==> config.mk <==
export PLATFORM = sky130hd
export DESIGN_NAME = id_ex_hazard_stage
export DESIGN_NICKNAME = d
export VERILOG_FILES = /design/src/rtl/id_ex_hazard_stage.sv
export SDC_FILE = /design/constraint.sdc
export NUM_CORES = 1
export LEC_CHECK = 0
export ABC_AREA = 1
export CAP_MARGIN = 20
export CORE_MARGIN = 2
export CORE_UTILIZATION = 42
export DETAILED_ROUTE_END_ITERATION = 12
export PLACE_DENSITY = 0.8
export SYNTH_ARGS = -nofsm -noshare
export SYNTH_HDL_FRONTEND = slang
export SYNTH_SLANG_ARGS = --single-unit
==> constraint.sdc <==
create_clock -name clk -period 2.59 [get_ports clk]
set_input_delay 0.777 -clock clk [delete_from_list [all_inputs] [get_ports clk]]
set_output_delay 0.777 -clock clk [all_outputs]
set_load 0.02 [all_outputs]
==> src/rtl/id_ex_hazard_stage.sv <==
// ID/EX pipeline register with load-use hazard detection and branch squash; 1-cycle capture latency.
// A load-use hazard holds PC and IF/ID for one cycle and injects a bubble; an EX flush always wins over the stall.
module id_ex_hazard_stage #(
    parameter int STALL_CNT_W = 16
) (
    input  logic                   clk,
    input  logic                   reset,
    input  logic [6:0]             id_Opcode,
    input  logic                   id_ALUSrc,
    input  logic                   id_MemtoReg,
    input  logic                   id_RegWrite,
    input  logic                   id_MemRead,
    input  logic                   id_MemWrite,
    input  logic [1:0]             id_ALUOp,
    input  logic                   id_Branch,
    input  logic [4:0]             id_rs1,
    input  logic [4:0]             id_rs2,
    input  logic [4:0]             id_rd,
    input  logic [2:0]             id_funct3,
    input  logic [6:0]             id_funct7,
    input  logic                   ex_flush,
    output logic                   pc_write,
    output logic                   ifid_write,
    output logic                   ex_ALUSrc,
    output logic                   ex_MemtoReg,
    output logic                   ex_RegWrite,
    output logic                   ex_MemRead,
    output logic                   ex_MemWrite,
    output logic                   ex_Branch,
    output logic [1:0]             ex_ALUOp,
    output logic [4:0]             ex_rs1,
    output logic [4:0]             ex_rs2,
    output logic [4:0]             ex_rd,
    output logic [2:0]             ex_funct3,
    output logic [6:0]             ex_funct7,
    output logic [STALL_CNT_W-1:0] stall_count
);

    typedef struct packed {
        logic       alu_src;
        logic       mem_to_reg;
        logic       reg_write;
        logic       mem_read;
        logic       mem_write;
        logic [1:0] alu_op;
        logic       branch;
    } ctrl_t;

    typedef struct packed {
        logic [4:0] rs1;
        logic [4:0] rs2;
        logic [4:0] rd;
        logic [2:0] funct3;
        logic [6:0] funct7;
    } fields_t;

    localparam logic [6:0] OP_RTYPE  = 7'b0110011;
    localparam logic [6:0] OP_ITYPE  = 7'b0010011;
    localparam logic [6:0] OP_LOAD   = 7'b0000011;
    localparam logic [6:0] OP_STORE  = 7'b0100011;
    localparam logic [6:0] OP_BRANCH = 7'b1100011;

    ctrl_t                   ctrl_q, ctrl_d, id_ctrl;
    fields_t                 fld_q, fld_d, id_fld;
    logic [STALL_CNT_W-1:0]  cnt_q, cnt_d;
    logic                    uses_rs1, uses_rs2;
    logic                    hazard, stall;

    assign id_ctrl = '{alu_src:    id_ALUSrc,
                       mem_to_reg: id_MemtoReg,
                       reg_write:  id_RegWrite,
                       mem_read:   id_MemRead,
                       mem_write:  id_MemWrite,
                       alu_op:     id_ALUOp,
                       branch:     id_Branch};

    assign id_fld = '{rs1:    id_rs1,
                      rs2:    id_rs2,
                      rd:     id_rd,
                      funct3: id_funct3,
                      funct7: id_funct7};

    // Only formats that really read a source register may stall; otherwise the
    // raw rs fields (immediate bits for I/U/J types) would raise false hazards.
    always_comb begin
        uses_rs1 = 1'b0;
        uses_rs2 = 1'b0;
        case (id_Opcode)
            OP_RTYPE, OP_STORE, OP_BRANCH: begin
                uses_rs1 = 1'b1;
                uses_rs2 = 1'b1;
            end
            OP_ITYPE, OP_LOAD: uses_rs1 = 1'b1;
            default: ;
        endcase
    end

    assign hazard = ctrl_q.mem_read && (fld_q.rd != 5'd0) &&
                    ((uses_rs1 && (fld_q.rd == id_rs1)) ||
                     (uses_rs2 && (fld_q.rd == id_rs2)));
    assign stall      = hazard && !ex_flush;
    assign pc_write   = !stall;
    assign ifid_write = !stall;

    always_comb begin
        ctrl_d = id_ctrl;
        fld_d  = id_fld;
        cnt_d  = cnt_q;
        if (ex_flush) begin
            ctrl_d = '0;
            fld_d  = '0;
        end else if (stall) begin
            ctrl_d = '0;
            fld_d  = '0;
            if (cnt_q != '1) begin
                cnt_d = cnt_q + STALL_CNT_W'(1);
            end
        end
    end

    always_ff @(posedge clk) begin
        if (reset) begin
            ctrl_q <= '0;
            fld_q  <= '0;
            cnt_q  <= '0;
        end else begin
            ctrl_q <= ctrl_d;
            fld_q  <= fld_d;
            cnt_q  <= cnt_d;
        end
    end

    assign ex_ALUSrc   = ctrl_q.alu_src;
    assign ex_MemtoReg = ctrl_q.mem_to_reg;
    assign ex_RegWrite = ctrl_q.reg_write;
    assign ex_MemRead  = ctrl_q.mem_read;
    assign ex_MemWrite = ctrl_q.mem_write;
    assign ex_Branch   = ctrl_q.branch;
    assign ex_ALUOp    = ctrl_q.alu_op;
    assign ex_rs1      = fld_q.rs1;
    assign ex_rs2      = fld_q.rs2;
    assign ex_rd       = fld_q.rd;
    assign ex_funct3   = fld_q.funct3;
    assign ex_funct7   = fld_q.funct7;
    assign stall_count = cnt_q;

endmodule

# Word level (Yosys, flattened, before mapping)
# Index checks and enable logic that the tools add are counted.
[classes]
addsub = 1
eq_ne = 8
mux = 2
n_bitwise = 1
reduce_logical = 13
[op_table]
columns = ["cell", "n"]
rows = [
  ["$add 16x1->16 const B", 1],
  ["$ne 16x16->1 const B", 1],
  ["$eq 7x6->1 const B", 2],
  ["$eq 5x5->1", 2],
  ["$eq 7x2->1 const B", 1],
  ["$eq 7x5->1 const B", 1],
  ["$eq 7x7->1 const B", 1],
  ["$reduce_or 3->1", 2],
  ["$logic_and 1x1->1", 5],
  ["$reduce_bool 5->1", 1],
  ["$reduce_or 5->1", 1],
  ["$reduce_and 3->1", 1],
  ["$logic_not 1->1", 2],
  ["$mux 1", 2],
  ["$logic_or 1x1->1", 1],
  ["$not 1->1", 1],
]
[word_totals]
regBits = 49
in_bits = 43

# Longest topological paths before layout
[logic_depth]
word_depth = 8
depth_mapped = 12
depth_no_buf = 12

# Worst setup path after synthesis
# No wires, ideal clock.
[synth_timing]
path_kind = "input to output"
startpoint = "in id_Opcode[2]"
endpoint = "out pc_write"
arrival_time_ps = 1646
slack_ps = 167
path_stages = 6
n_path_buf = 1
path_cell_list = "or2_1 > nor2_2 > nand3_2 > nor2_4 > nand2_2 > buf_4"
[synth_via]
elab_chain_cells = 8
word_cells_on_any_way = 15
cone_classes = "eq/ne: 5; mux: 2; reduce/logical: 8"
[synth_rtl]
columns = ["item", "line", "rtl"]
rows = [
  ["from (decl)", "8", "input logic [6:0] id_Opcode,"],
  ["$eq 7x6->1, or another cell as far along", "88", "case (id_Opcode)"],
  ["$reduce_or 5->1 (no line) or $reduce_or 3->1 (tied branches)", "n/a", ""],
  ["$mux 1", "88", ""],
  ["$logic_and 1x1->1, on equally long branches", "99, 100", ""],
  ["$logic_or 1x1->1 (*)", "99", "((uses_rs1 && (fld_q.rd == id_rs1)) ||"],
  ["$logic_and 1x1->1 (*)", "98", "assign hazard = ctrl_q.mem_read && (fld_q.rd != 5'd0) &&"],
  ["$logic_and 1x1->1 (*)", "101", "assign stall = hazard && !ex_flush;"],
  ["$logic_not 1->1 (*)", "n/a", ""],
  ["to (decl)", "22", "output logic pc_write,"],
]
# Mark *: on every way between the ends. The rest lies on a longest branch, timed or not.

# Worst setup path in the final report
[layout_timing]
startpoint = "in id_Opcode[2]"
endpoint = "out ifid_write"
[layout_via]
elab_chain_cells = 8
word_cells_on_any_way = 15
cone_classes = "eq/ne: 5; mux: 2; reduce/logical: 8"
[layout_rtl]
columns = ["item", "line", "rtl"]
rows = [
  ["$eq 7x6->1, or another cell as far along", "88", ""],
  ["$reduce_or 5->1 (no line) or $reduce_or 3->1 (tied branches)", "n/a", ""],
  ["$mux 1", "88", ""],
  ["$logic_and 1x1->1, on equally long branches", "99, 100", ""],
  ["$logic_or 1x1->1 (*)", "99", ""],
  ["$logic_and 1x1->1 (*)", "98", ""],
  ["$logic_and 1x1->1 (*)", "101", ""],
  ["$logic_not 1->1 (*)", "103", "assign ifid_write = !stall;"],
  ["to (decl)", "23", "output logic ifid_write,"],
]
# Marks and branches as above.

==> impl_metrics.py <==
metrics = {
    "outcome": {
        "status": "finished clean",
    },
    "synthesis": {
        "netlist_area_um2": 2170,
        "post_synth_num_cell_types": 23,
        "yosys.area.top_type_share_pct": 45.3,
        "syn_inst": 321,
        "syn_area_per_cell_um2": 6.75,
        "synth_fp_nets": 365,
        "yosysTopAreaCell": "dfxtp_1",
        "ys_ff_latch": 49,
        "ys_warn_count": 0,
        "yosysSeqAreaShare_pct": 45.3,
        "synthTopCellsByArea": "dfxtp_1 (45%), nor2_1 (13%), inv_1 (12%)",
    },
    "clock_network": {
        "max-clock-path-buffers": 2,
        "numCtsBuffers": 5,
        "cts_hold_buf": 0,
        "h-tree-depth": 2,
        "clkLatencyLatePin_ps": 300,
        "cts_sinks": 49,
        "cts-root-buf": "clkbuf_8",
        "cts_tree": "built",
        "clkTransAtPathRegs_ps": 100,
    },
    "power": {
        "clockPowerShare_pct": 33.0,
        "combPwrFrac_pct": 14.0,
        "p_sw_mw": 0.383,
        "vdd_drop_max_mv": 0.367,
        "p_sw_share_pct": 26.0,
        "leakagePower_nw": 1.61,
        "power.density_nw_per_um2": 441,
        "seqPwrFrac_pct": 53.0,
        "p_int_mw": 1.09,
    },
    "setup_path": {
        "cp_data_required_time_ps": 1810,
        "slowest_stage": "dlygate4sd2_1",
        "arrival_ps": 1760,
        "path_cells": "dlygate4sd2_1 -> or2_1 -> nor2_2 -> nand3_2 -> nor2_4 -> nand2_4 -> buf_6",
        "setup.worst_path.start_class": "primary input",
        "crit_type": "in -> out",
        "end_kind": "output port",
        "cp_slowest_stage_delay_ps": 220,
        "crit_fanout": 3,
    },
    "finish": {
        "drive_gt1_share_pct": 9.72,
        "area_delta_synth_final_pct": 54.2,
        "seqCellArea_um2": 981,
        "diodes": 0,
        "multi_input_area_um2": 837,
        "mostFrequentLayoutCells": "nor2_1 (76), clkdlybuf4s50_1 (76), nand2_1 (69), inv_1 (69), dfxtp_1 (49)",
        "stdcell_count": 502,
        "n_fill_cell": 460,
        "nets": 475,
    },
    "floorplan": {
        "start_util_pct": 43.0,
        "die_y_um": 75.8,
        "die_w_um": 75.8,
        "top_level_ports": 94,
        "num_rows": 26,
        "core_um2": 5040,
        "dieArea_um2": 5750,
    },
    "routing": {
        "drt_drc_violations_left": 0,
        "wl_per_cell_um": 10.4,
        "drt_iter0_markers": 79,
        "vias": 2201,
        "detail_route.vias_per_cell": 4.38,
        "postRouteAntennaNets": 0,
        "drt-total-wl_mm": 5.21,
        "dr.pass1.iters": 4,
    },
    "grt": {
        "overflow": 0,
        "antenna_found_initial": 0,
        "grtUsageTotal_pct": 18.6,
        "grt_pass1_vias": 1889,
        "grt_max_degree": 31,
        "grt_pass1_wl_mm": 8.16,
    },
    "flow_run": {
        "cap_violations": 0,
    },
    "sta": {
        "hold_viol": 0,
        "clock_skew_ps": 9.79,
        "drv_slew": 0,
        "setup-violations-final": 0,
        "worst_slew_pin_slew_ps": 459,
        "max_freq_mhz": 395,
        "final.period_utilization_pct": 97.8,
        "relSlewSlack_pct": 69.3,
        "setup_tns_ps": 0,
        "fin_crit_ps": 2530,
    },
    "placement": {
        "dp_cells": 489,
        "hpwl_mm": 4.07,
        "routabilityCongestion": 0.868,
        "port-buffer-count": 93,
    },
    "min_path": {
        "holdCritPathClass": "reg -> reg",
    },
}
## synthesized netlist by cell type
| library cell | n |
|---|---|
| buf_6 | 5 |
| nand2_2 | 3 |
| nor3_1 | 3 |
| nand4_2 | 1 |
| nor3_2 | 1 |
| o21ai_2 | 1 |
| ha_1 | 1 |
| nor2_2 | 1 |
| nand3_1 | 6 |
| inv_1 | 69 |
| buf_4 | 2 |
| inv_2 | 6 |
| nand2_1 | 69 |
| o21bai_1 | 1 |
| o21ai_0 | 4 |
| or2_1 | 1 |
| nor2_4 | 1 |
| nand3_2 | 1 |
| a21oi_1 | 1 |
| dfxtp_1 | 49 |
| o21ai_1 | 4 |
| nand4_1 | 15 |
| nor2_1 | 76 |
## layout make-up
type	count	share of cell area, %
inverter	75	8.43
multi-input combinational	190	25.1
timing repair buffer	110	31.6
sequential	49	29.4
tap	70	2.62
clock inverter	3	0.861
clock buffer	5	2.06
## layer usage
metal,vias up,track usage [%],routed length (um)
li1,1162,-,-
met1,976,22.9,2200
met2,57,31.1,2630
met3,6,5.29,295
met4,0,6.24,88
met5,-,0,0
## registers in the layout, indices dropped and copies added, names as in the netlist, 2 cells and up
signal / cells
stall_count: 16
ex_funct7: 7
ex_rd: 5
ex_rs1: 5
ex_rs2: 5
ex_funct3: 3
ex_ALUOp: 2
## what timing repair did
item | in CTS | in global routing
buffers inserted | 3 | 2
pin swaps | 11 | 3
endpoints found under the setup margin | 2 | 2
gates resized for setup | 29 | 0
## cells by family after synthesis
logic type               count (synthesis)  share of synthesized area (%)
flip-flops                              49                           45.3
AND/OR/NAND/NOR                        178                           35.0
buffers and inverters                   82                           16.3
adder cells (fa/ha/maj)                  1                          0.578
AO/OA/AOI/OAI                           11                           2.83
## worst paths after layout
path,start,to,slack (ps),cells after the start
worst max-delay path,id_Opcode[2],ifid_write,60,7
worst min register to register,stall_count[3]$_SDFFE_PP0P_,stall_count[3]$_SDFFE_PP0P_,480,2
worst min-delay path,stall_count[3]$_SDFFE_PP0P_,stall_count[3]$_SDFFE_PP0P_,480,2
worst max register to register,stall_count[0]$_SDFFE_PP0P_,stall_count[2]$_SDFFE_PP0P_,840,10
## power groups by stage
stage,registers (mW),logic (mW),clock network [mW]
after global routing,0.784,0.225,0.527
after floorplan,0.825,0.0606,0
final,0.781,0.206,0.487
after global placement,0.798,0.209,0
after detailed placement,0.799,0.212,0
after CTS,0.782,0.207,0.499
## critical path, delay by kind of cell
| kind | cells | cell delay (ps) |
|---|---|---|
| buf+inv | 2 | 350 |
| simple gates | 5 | 620 |
## metrics by stage
stage / util [%] / power, mW / area, um^2 / hold WS [ps] / worst slack [ps]
after detailed placement: 63.8 / 1.01 / 3220 / 471 / -567
after global routing: 66.3 / 1.54 / 3340 / 515 / -5.49
after floorplan: - / 0.886 / 2170 / 545 / 167
final: 66.3 / 1.47 / 3340 / 483 / 57.4
after global placement: 63.8 / 1.01 / 3220 / 467 / -553
after CTS: 66.0 / 1.49 / 3330 / 485 / 4.23
(Power assumes the default switching activity.)
